===== config.mk =====
export PLATFORM = sky130hd
export DESIGN_NAME = cas_loader
export DESIGN_NICKNAME = d
export VERILOG_FILES = /design/src/rtl/cas_loader.sv
export SDC_FILE = /design/constraint.sdc
export NUM_CORES = 1
export LEC_CHECK = 0
export CORE_ASPECT_RATIO = 0.75
export CORE_MARGIN = 1
export CORE_UTILIZATION = 52
export CTS_BUF_LIST = sky130_fd_sc_hd__clkbuf_8
export DETAILED_ROUTE_END_ITERATION = 7
export PLACE_DENSITY = 0.87
export SLEW_MARGIN = 10
export SYNTH_ARGS = -nofsm -noshare
export SYNTH_HDL_FRONTEND = slang
export SYNTH_SLANG_ARGS = --single-unit

===== constraint.sdc =====
create_clock -name clk_sys -period 2.5 [get_ports clk_sys]
set_clock_uncertainty 0.1 [all_clocks]
set_input_delay 0.75 -clock clk_sys [delete_from_list [all_inputs] [get_ports clk_sys]]
set_output_delay 0.75 -clock clk_sys [all_outputs]
set_load 0.02 [all_outputs]

===== src/rtl/cas_loader.sv =====
// cas_loader: parses a SYSTEM-format .CAS download into Z80 memory writes and an execute address.
module cas_loader #(
   parameter logic [7:0] SYNC_BYTE  = 8'h66,
   parameter logic [7:0] SYS_MARK   = 8'h55,
   parameter int         NAME_LEN   = 6,
   parameter int         MAX_LEADER = 1024
) (
   input  logic        clk_sys,
   input  logic        power,
   input  logic        dn_go,
   input  logic        dn_wr,
   input  logic [24:0] dn_addr,
   input  logic [7:0]  dn_data,
   input  logic        mem_busy,
   output logic        dn_wait,
   output logic        loader_download,
   output logic        loader_wr,
   output logic [15:0] loader_addr,
   output logic [7:0]  loader_data,
   output logic [15:0] execute_addr,
   output logic        execute_enable,
   output logic [3:0]  err,
   output logic [7:0]  block_cnt
);
   typedef enum logic [3:0] {
      S_IDLE, S_LEADER, S_MARK, S_NAME, S_BTYPE, S_COUNT, S_ALO,
      S_AHI, S_DATA, S_CSUM, S_EXLO, S_EXHI, S_DONE, S_ERR
   } state_t;
   localparam int LW = $clog2(MAX_LEADER + 1);
   localparam logic [LW-1:0] LEAD_LAST = LW'(MAX_LEADER - 1);
   localparam logic [7:0] NAME_LAST = 8'(NAME_LEN - 1);
   state_t        r_state, w_next, w_cur;
   logic          r_go, r_pend, r_arm, r_exec;
   logic [LW-1:0] r_lead, w_lead;
   logic [7:0]    r_name, r_csum, r_blk, r_wr_data;
   logic [8:0]    r_len;
   logic [15:0]   r_ptr, r_wr_addr, r_exec_addr;
   logic [24:0]   r_fcnt, w_fcnt;
   logic [3:0]    r_err, w_err_set;
   logic          w_rise, w_fall, w_byte, w_drop, w_acc, w_data;

   assign loader_download = r_go;
   assign loader_addr     = r_wr_addr;
   assign loader_data     = r_wr_data;
   assign execute_addr    = r_exec_addr;
   assign execute_enable  = r_exec;
   assign err             = r_err;
   assign block_cnt       = r_blk;

   always_ff @(posedge clk_sys or negedge power)
      if (!power) r_state <= S_IDLE;
      else r_state <= w_next;

   always_comb begin
      w_next = w_cur;
      if (w_fall) w_next = (r_state == S_ERR) ? S_ERR : S_IDLE;
      else if (w_acc)
         case (w_cur)
            S_LEADER: w_next = (dn_data == SYNC_BYTE) ? S_MARK : (w_lead == LEAD_LAST) ? S_ERR : S_LEADER;
            S_MARK:   w_next = (dn_data == SYS_MARK) ? S_NAME : S_ERR;
            S_NAME:   w_next = (r_name == NAME_LAST) ? S_BTYPE : S_NAME;
            S_BTYPE:  w_next = (dn_data == 8'h3C) ? S_COUNT : (dn_data == 8'h78) ? S_EXLO : S_ERR;
            S_COUNT:  w_next = S_ALO;
            S_ALO:    w_next = S_AHI;
            S_AHI:    w_next = S_DATA;
            S_DATA:   w_next = (r_len == 9'd1) ? S_CSUM : S_DATA;
            S_CSUM:   w_next = S_BTYPE;
            S_EXLO:   w_next = S_EXHI;
            S_EXHI:   w_next = S_DONE;
            default:  w_next = w_cur;
         endcase
   end

   // a restart on dn_go rise takes effect in the same cycle, so its byte is parsed as leader
   always_comb begin
      w_rise       = dn_go & ~r_go;
      w_fall       = ~dn_go & r_go;
      w_cur        = w_rise ? S_LEADER : r_state;
      w_lead       = w_rise ? '0 : r_lead;
      w_fcnt       = w_rise ? '0 : r_fcnt;
      w_byte       = dn_wr & dn_go;
      w_drop       = w_byte & r_pend & ~w_rise;
      w_acc        = w_byte & ~w_drop;
      w_data       = w_acc & (w_cur == S_DATA);
      w_err_set[0] = w_acc & (w_cur == S_CSUM) & (dn_data != r_csum);
      w_err_set[1] = w_acc & (((w_cur == S_LEADER) & (dn_data != SYNC_BYTE) & (w_lead == LEAD_LAST))
                     | ((w_cur == S_MARK) & (dn_data != SYS_MARK)));
      w_err_set[2] = (w_acc & (w_cur == S_BTYPE) & (dn_data != 8'h3C) & (dn_data != 8'h78))
                     | (w_fall & !(r_state inside {S_IDLE, S_DONE, S_ERR}))
                     | (w_byte & (dn_addr != w_fcnt));
      w_err_set[3] = w_drop;
      loader_wr    = r_pend & ~mem_busy;
      dn_wait      = r_pend;
   end

   always_ff @(posedge clk_sys or negedge power)
      if (!power) begin
         r_go        <= 1'b0;
         r_pend      <= 1'b0;
         r_arm       <= 1'b0;
         r_exec      <= 1'b0;
         r_lead      <= '0;
         r_name      <= 8'd0;
         r_csum      <= 8'd0;
         r_blk       <= 8'd0;
         r_wr_data   <= 8'd0;
         r_len       <= 9'd0;
         r_ptr       <= 16'd0;
         r_wr_addr   <= 16'd0;
         r_exec_addr <= 16'd0;
         r_fcnt      <= 25'd0;
         r_err       <= 4'd0;
      end else begin
         r_go   <= dn_go;
         r_err  <= (w_rise ? 4'd0 : r_err) | w_err_set;
         r_blk  <= w_rise ? 8'd0 : (w_acc && w_cur == S_CSUM && r_blk != 8'hFF) ? r_blk + 8'd1 : r_blk;
         r_fcnt <= w_byte ? w_fcnt + 25'd1 : w_fcnt;
         r_lead <= (w_acc && w_cur == S_LEADER) ? w_lead + LW'(1) : w_lead;
         r_name <= (w_cur == S_NAME) ? r_name + {7'd0, w_acc} : 8'd0;
         r_pend <= w_data | (r_pend & mem_busy);
         r_arm  <= w_fall & (r_state == S_DONE) & (r_err == 4'd0);
         r_exec <= r_arm;
         if (w_rise) r_csum <= 8'd0;
         if (w_data) begin
            r_wr_addr <= r_ptr;
            r_wr_data <= dn_data;
         end
         if (w_acc)
            case (w_cur)
               S_COUNT: r_len <= {dn_data == 8'd0, dn_data};
               S_ALO: begin
                  r_ptr[7:0] <= dn_data;
                  r_csum     <= dn_data;
               end
               S_AHI: begin
                  r_ptr[15:8] <= dn_data;
                  r_csum      <= r_csum + dn_data;
               end
               S_DATA: begin
                  r_ptr  <= r_ptr + 16'd1;
                  r_csum <= r_csum + dn_data;
                  r_len  <= r_len - 9'd1;
               end
               S_EXLO:  r_exec_addr[7:0]  <= dn_data;
               S_EXHI:  r_exec_addr[15:8] <= dn_data;
               default: ;
            endcase
      end
endmodule


==> metrics.cfg, run 1 <==
[run_status]
status = completed

[global_routing]
grt_start_max_net_pins = 43
grt_pass1_vias = 6661
grt.total_usage_pct = 28.2
grt_pass1_wl_um = 33400
grt.overflow.total = 0
antenna_found_initial = 1

[drt]
via_per_inst = 5.89
wl_per_cell_um = 17.4
drt_iter0_markers = 656
dr.pass1.iters = 5
ant_nets = 0
num_vias = 7068
remaining_drc_errors = 0
wl_um = 20900

[sta]
slew_headroom_pct = 66.4
holdWs_ns = 0.0510
drv_slew = 0
hold_viol_final = 0
fin_crit_ns = 2.46
rsz0062_at_grt = false
layout_setup_ws_ns = 0.0351
fin_tns_setup_ns = 0
min_period_over_period_pct = 98.6
finalSetupViolCount = 0
tightestPinTransition_ns = 0.504
max_freq_mhz = 406

[logic_synthesis]
synthDistinctLibCells = 75
syn_inst = 793
synth-edff-count = 0
synth_top_cell_by_area = dfrtp_1
syn-num-nets = 847
synth_seq_cells = 137
yosys.area.top_type_share_pct = 44.6
synthesis.area_mm2 = 0.00768
synth_warnings = 0
synth_flop_cell = dfrtp_1
ys_top_cells_by_area = dfrtp_1, mux2_2, nor2_1, xnor2_1, xor2_1
synthArstFlopShare_pct = 100
ys_seq_area_share_pct = 44.6
postSynthAreaPerCell_um2 = 9.69

[cells_and_area]
area_delta_synth_final_pct = 33.3
fin_nets = 1041
drive_gt1_share_pct = 23.7
utilization_pct = 70.9

[floorplan]
dieArea_mm2 = 0.0153
die_h_um = 107
dieWidth_um = 142
placementRows = 38
core_mm2 = 0.0145
io_pins = 94
initial_core_util_pct = 53.2

[critical_path]
crit_type = input port to primary output
slowest_stage = clkdlybuf4s50_1
cp.arrival_ns = 1.61
worst_ep_required_time_ns = 1.65
worstSetupEndpointType = primary output
critPathMaxFanout = 2
slowest_delay_ns = 0.43
path_cells = clkdlybuf4s50_1 -> nor2b_1 -> clkdlybuf4s15_2
startpoint_type = input port

[power]
p_per_area_mw_per_mm2 = 686
peakVddDrop_mv = 0.512
p_leak_nw = 4.51

[placement]
pre_cts_ws_ns = -0.562
io_buffers = 93
routabilityCongestion = 0.981
detailed_place_hpwl_um = 15000

[clocking]
h-tree-depth = 4
path_clk_slew_ns = 0.09
holdBufCountCts = 0
clock_latency_ns = 0.47
clock-root-buffer = clkbuf_8
cts_tree = built
cts_sinks = 137
cts_buffers = 17
cts_buffer_depth = 2

[job]
cap_viol_max_count = 0

[min_path]
hold_path.class = input port to asynchronous set/reset pin

where the power goes:
| part | leakage (nW) | internal (W) | switching, W |
|---|---|---|---|
| clock | 0.215 | 0.00101 | 0.000960 |
| combinational | 2.45 | 0.00103 | 0.00100 |
| sequential | 1.84 | 0.00262 | 0.000406 |
| total | 4.51 | 0.00466 | 0.00237 |
per-stage QoR:
step / area, um2 / std cells / total power, W
floorplan: 7710 / 793 / 0.00405
global placement: 9710 / 1166 / 0.00493
detailed placement: 9710 / 1166 / 0.00501
CTS: 10100 / 1198 / 0.00699
global route: 10200 / 1201 / 0.00736
finish: 10200 / 1201 / 0.00703
routing by layer:
metal	up-vias	wire, um	GRT usage [%]
li1	3273	-	-
met1	3426	8950	38.6
met2	331	9660	43.5
met3	38	1960	7.74
met4	0	323	8.91
met5	-	0	0
sequential cells by signal (all words and copies together), names as in the netlist:
signal / flops
r_fcnt: 25
execute_addr: 16
loader_addr: 16
r_ptr: 16
r_lead: 11
r_len: 9
block_cnt: 8
loader_data: 8
r_csum: 8
r_name: 8
err: 4
r_state: 4
dn_wait: 1
execute_enable: 1
loader_download: 1
r_arm: 1
worst paths after layout:
kind / from / to / slack (ns) / depth (start not counted)
max: mem_busy / loader_wr / 0.04 / 3
min: power / r_fcnt[17]$_DFF_PN0_ / 0.05 / 1
max reg2reg: r_state[1]$_DFF_PN0_ / r_ptr[6]$_DFFE_PN0P_ / 0.19 / 5
min reg2reg: r_arm$_DFF_PN0_ / execute_enable$_DFF_PN0_ / 0.26 / 0
max in group asynchronous: power / loader_addr[7]$_DFFE_PN0P_ / 1.61 / 2
min in group clk_sys: r_arm$_DFF_PN0_ / execute_enable$_DFF_PN0_ / 0.26 / 0
cell type report:
cell class | count | area (um2)
Clock inverter | 15 | 191
Fill cell | 1039 | 4210
Tap cell | 200 | 250
Clock buffer | 17 | 234
Multi-Input combinational cell | 604 | 4120
Sequential cell | 137 | 3430
Inverter | 14 | 56.3
Timing Repair Buffer | 213 | 1960
Antenna cell | 1 | 2.50
cell usage after synthesis, types with 6 or more instances:
library cell / instances
and3_1: 15
a22oi_1: 6
nand2_1: 55
ha_1: 15
buf_2: 11
xnor2_1: 35
xor2_1: 30
a22o_1: 6
clkbuf_1: 19
a31oi_1: 20
o22ai_1: 8
nor3_1: 17
mux2_2: 42
nor4bb_1: 13
and2_1: 8
o32ai_1: 12
nand4_1: 17
nor4_1: 7
o21ai_0: 33
nand3_1: 28
nor2_1: 108
dfrtp_1: 137
a21oi_1: 44
inv_1: 13
nand2b_1: 6
placed cells by master, fill, tap and decap left out, types with 4 or more instances in the layout:
cell type and instances:
a21oi_1 43, a22o_1 6, a22oi_1 6, a31oi_1 20, and2_1 6, and3_1 15
and4_1 4, buf_12 9, buf_4 110, clkbuf_8 17, clkdlybuf4s50_1 87, clkinv_4 4
dfrtp_1 136, dlymetal6s2s_1 4, ha_1 11, inv_1 13, mux2_2 42, nand2_1 55
nand2b_1 6, nand3_1 25, nand4_1 17, nor2_1 107, nor3_1 17, nor3b_1 4
nor4_1 6, nor4bb_1 12, o21ai_0 32, o22ai_1 8, o31ai_1 5, o32ai_1 12
xnor2_1 35, xor2_1 30
repair_timing:
item                       in CTS  in global routing
pin swaps                       0                  3
resized for setup               6                 23
setup endpoints to repair       4                 28
buffers inserted                0                  2
cells by family after synthesis:
| logic type | count (synthesis) | share of synthesized area [%] |
|---|---|---|
| AOI/OAI and AO/OA | 165 | 14.3 |
| xor gates and xnor gates | 65 | 7.41 |
| adders and majority gates | 17 | 2.83 |
| buffers and inverters | 52 | 3.01 |
| DFF | 137 | 44.6 |
| muxes | 44 | 6.42 |
| and+or+nand+nor | 313 | 21.4 |
worst max-delay path: cells and delay by family:
| family | cells | cell delay [ns] |
|---|---|---|
| and+or+nand+nor | 1 | 0.15 |
| buffers and inverters | 2 | 0.71 |
No activity file was read; power rests on OpenSTA's default activity.
==> run 2, diff against run 1 <==
--- a/config.mk
+++ b/config.mk
@@ -9,6 +9,7 @@
 export CORE_MARGIN = 1
 export CORE_UTILIZATION = 52
 export CTS_BUF_LIST = sky130_fd_sc_hd__clkbuf_8
+export CTS_CLUSTER_DIAMETER = 80
 export DETAILED_ROUTE_END_ITERATION = 7
 export PLACE_DENSITY = 0.87
 export SLEW_MARGIN = 10
==> results of run 2 <==
The final DEF is identical to that of run 1; final timing and power are the same.
==> run 3, diff against run 2 <==
--- a/config.mk
+++ b/config.mk
@@ -12,6 +12,7 @@
 export CTS_CLUSTER_DIAMETER = 80
 export DETAILED_ROUTE_END_ITERATION = 7
 export PLACE_DENSITY = 0.87
+export RECOVER_POWER = 25
 export SLEW_MARGIN = 10
 export SYNTH_ARGS = -nofsm -noshare
 export SYNTH_HDL_FRONTEND = slang
==> metrics.cfg, run 3 (synthesis results as in run 1) <==
[global_routing]
grt_pass1_vias = 6661  ; unchanged
grt_start_max_net_pins = 43  ; unchanged
grt.total_usage_pct = 28.2  ; unchanged
grt.overflow.total = 0  ; unchanged
antenna_found_initial = 1  ; unchanged
grt_pass1_wl_um = 33400  ; unchanged

[clocking]
path_clk_slew_ns = 0.09  ; about the same
clock-root-buffer = clkbuf_8  ; unchanged
cts_buffer_depth = 2  ; unchanged
holdBufCountCts = 0  ; unchanged
cts_tree = built  ; unchanged
cts_buffers = 17  ; unchanged
cts_sinks = 137  ; unchanged
h-tree-depth = 4  ; unchanged
clock_latency_ns = 0.46  ; was 0.47 ns

[placement]
io_buffers = 93  ; unchanged
routabilityCongestion = 0.981  ; unchanged
dp.cells = 1166  ; unchanged
place_area_mm2 = 0.00971  ; unchanged
detailed_place_hpwl_um = 15000  ; unchanged

[power]
p_leak_nw = 4.50  ; was 4.51 nW
peakVddDrop_mv = 0.512  ; about the same
p_per_area_mw_per_mm2 = 686  ; about the same

[floorplan]
initial_core_util_pct = 53.2  ; unchanged
placementRows = 38  ; unchanged
core_mm2 = 0.0145  ; unchanged
dieWidth_um = 142  ; unchanged
die_h_um = 107  ; unchanged
dieArea_mm2 = 0.0153  ; unchanged
io_pins = 94  ; unchanged

[critical_path]
startpoint = mem_busy  ; unchanged
crit_type = input port to primary output  ; unchanged
reg2reg_slack_ns = 0.19  ; about the same
startpoint_type = input port  ; unchanged
worstSetupEndpointType = primary output  ; unchanged
slowest_delay_ns = 0.43  ; about the same
cp.arrival_ns = 1.62  ; was 1.61 ns
worst_ep_required_time_ns = 1.65  ; about the same
reg2regPathDepth = 5  ; unchanged
cp-endpoint = loader_wr  ; unchanged
path_cells = clkdlybuf4s50_1 -> nor2b_1 -> clkdlybuf4s15_2  ; unchanged
slowest_stage = clkdlybuf4s50_1  ; unchanged
r2r_start = r_state[1]$_DFF_PN0_  ; unchanged
critPathMaxFanout = 2  ; unchanged
timing.rr.end = r_ptr[6]$_DFFE_PN0P_  ; unchanged

[cells_and_area]
area_delta_synth_final_pct = 33.2  ; was 33.3%
final_cell_area_mm2 = 0.0102  ; about the same
final_common_cell = dfrtp_1  ; unchanged
nFillCells = 1039  ; unchanged
final_cells = 1201  ; unchanged
multi_input_area_mm2 = 0.00412  ; unchanged
largest_register_ffs = 25  ; unchanged
layout_common_cells = dfrtp_1, buf_4, nor2_1  ; unchanged
utilization_pct = 70.8  ; was 70.9%
fin_nets = 1041  ; unchanged
area.sequential_mm2 = 0.00343  ; unchanged
drive_gt1_share_pct = 23.6  ; was 23.7%
regMostFlops = r_fcnt  ; unchanged

[sta]
tightestPinTransition_ns = 1.86  ; was 0.504 ns
max_freq_mhz = 406  ; about the same
hold_viol_final = 0  ; unchanged
fin_crit_ns = 2.47  ; was 2.46 ns
drv_slew = 31  ; was 0
slew_headroom_pct = -23.8  ; was 66.4%
rsz0062_at_grt = false  ; unchanged
min_period_over_period_pct = 98.6  ; about the same
finalSetupViolCount = 0  ; unchanged
fin_tns_setup_ns = 0  ; unchanged

[drt]
wl_per_cell_um = 17.4  ; about the same
drt_iter0_markers = 641  ; was 656
ant_nets = 0  ; unchanged
remaining_drc_errors = 6  ; was 0
via_per_inst = 5.91  ; was 5.89
dr.pass1.iters = 8  ; was 5
wl_um = 20900  ; about the same
num_vias = 7098  ; was 7068

[job]
cap_viol_max_count = 1  ; was 0

[run_status]
violations = design-rule violations, max-capacitance violations, max-slew violations
status = finished, violations left  ; was completed

[min_path]
worstHoldPathCells = 0
hold_path.class = flip-flop to flip-flop  ; was input port to asynchronous set/reset pin

[run 3: cell count changes in the layout (fill, tap and decap cells not counted), sizes merged]
cell    change
buf         -1
clkbuf      +1
[run 3: layout make-up]
cell class                 instances  area share (%)
antenna                            1          0.0244
timing repair buffer             213            19.1
tap                              200            2.44
clock inverter                    15            1.87
multi-input combinational        604            40.2
clock buffer                      17            2.29
inverter                          14           0.550
sequential                       137            33.5
[run 3: how the worst min path moves through the flow]
| stage | start | end | slack (ns) |
|---|---|---|---|
| 2_1_floorplan | r_arm$_DFF_PN0_ | execute_enable$_DFF_PN0_ | 0.23 |
| 3_3_place_gp | r_arm$_DFF_PN0_ | execute_enable$_DFF_PN0_ | 0.24 |
| 3_5_place_dp | r_arm$_DFF_PN0_ | execute_enable$_DFF_PN0_ | 0.24 |
| 4_1_cts | power | r_fcnt[18]$_DFF_PN0_ | 0.04 |
| 5_1_grt | r_arm$_DFF_PN0_ | execute_enable$_DFF_PN0_ | 0.28 |
| 6_report | r_arm$_DFF_PN0_ | execute_enable$_DFF_PN0_ | 0.26 |
[run 3: critical path: cells and delay by family]
kind / cells / cell delay, ns
buffers and inverters: 2 / 0.71
AND/OR/NAND/NOR: 1 / 0.15
[run 3: layer usage]
layer,track usage [%],vias to the layer above,wire (um)
met1,38.6,3465,9220
met4,8.91,0,354
li1,-,3278,-
met2,43.5,306,9670
met5,0,-,0
met3,7.74,49,1700
[run 3: metrics by stage]
stage / hold slack [ns] / worst slack, ns / power (W)
after global routing: 0.285 / 0.0114 / 0.00736
after global placement: 0.236 / -0.491 / 0.00493
after floorplan: 0.231 / 0.000472 / 0.00405
final: 0.261 / 0.0350 / 0.00703
after detailed placement: 0.240 / -0.562 / 0.00501
after CTS: 0.0372 / 0.0122 / 0.00699
[run 3: what timing repair did]
item / 4_1_cts / 5_1_grt
endpoints found under the hold margin: 0 / 0
resized for setup: 6 / 23
pin swaps: 0 / 3
setup buffers: 0 / 2
setup endpoints to repair: 4 / 28
[run 3: power breakdown]
part           internal (W)  switching, W
combinational       0.00102       0.00101
sequential          0.00262      0.000406
clock               0.00101      0.000959
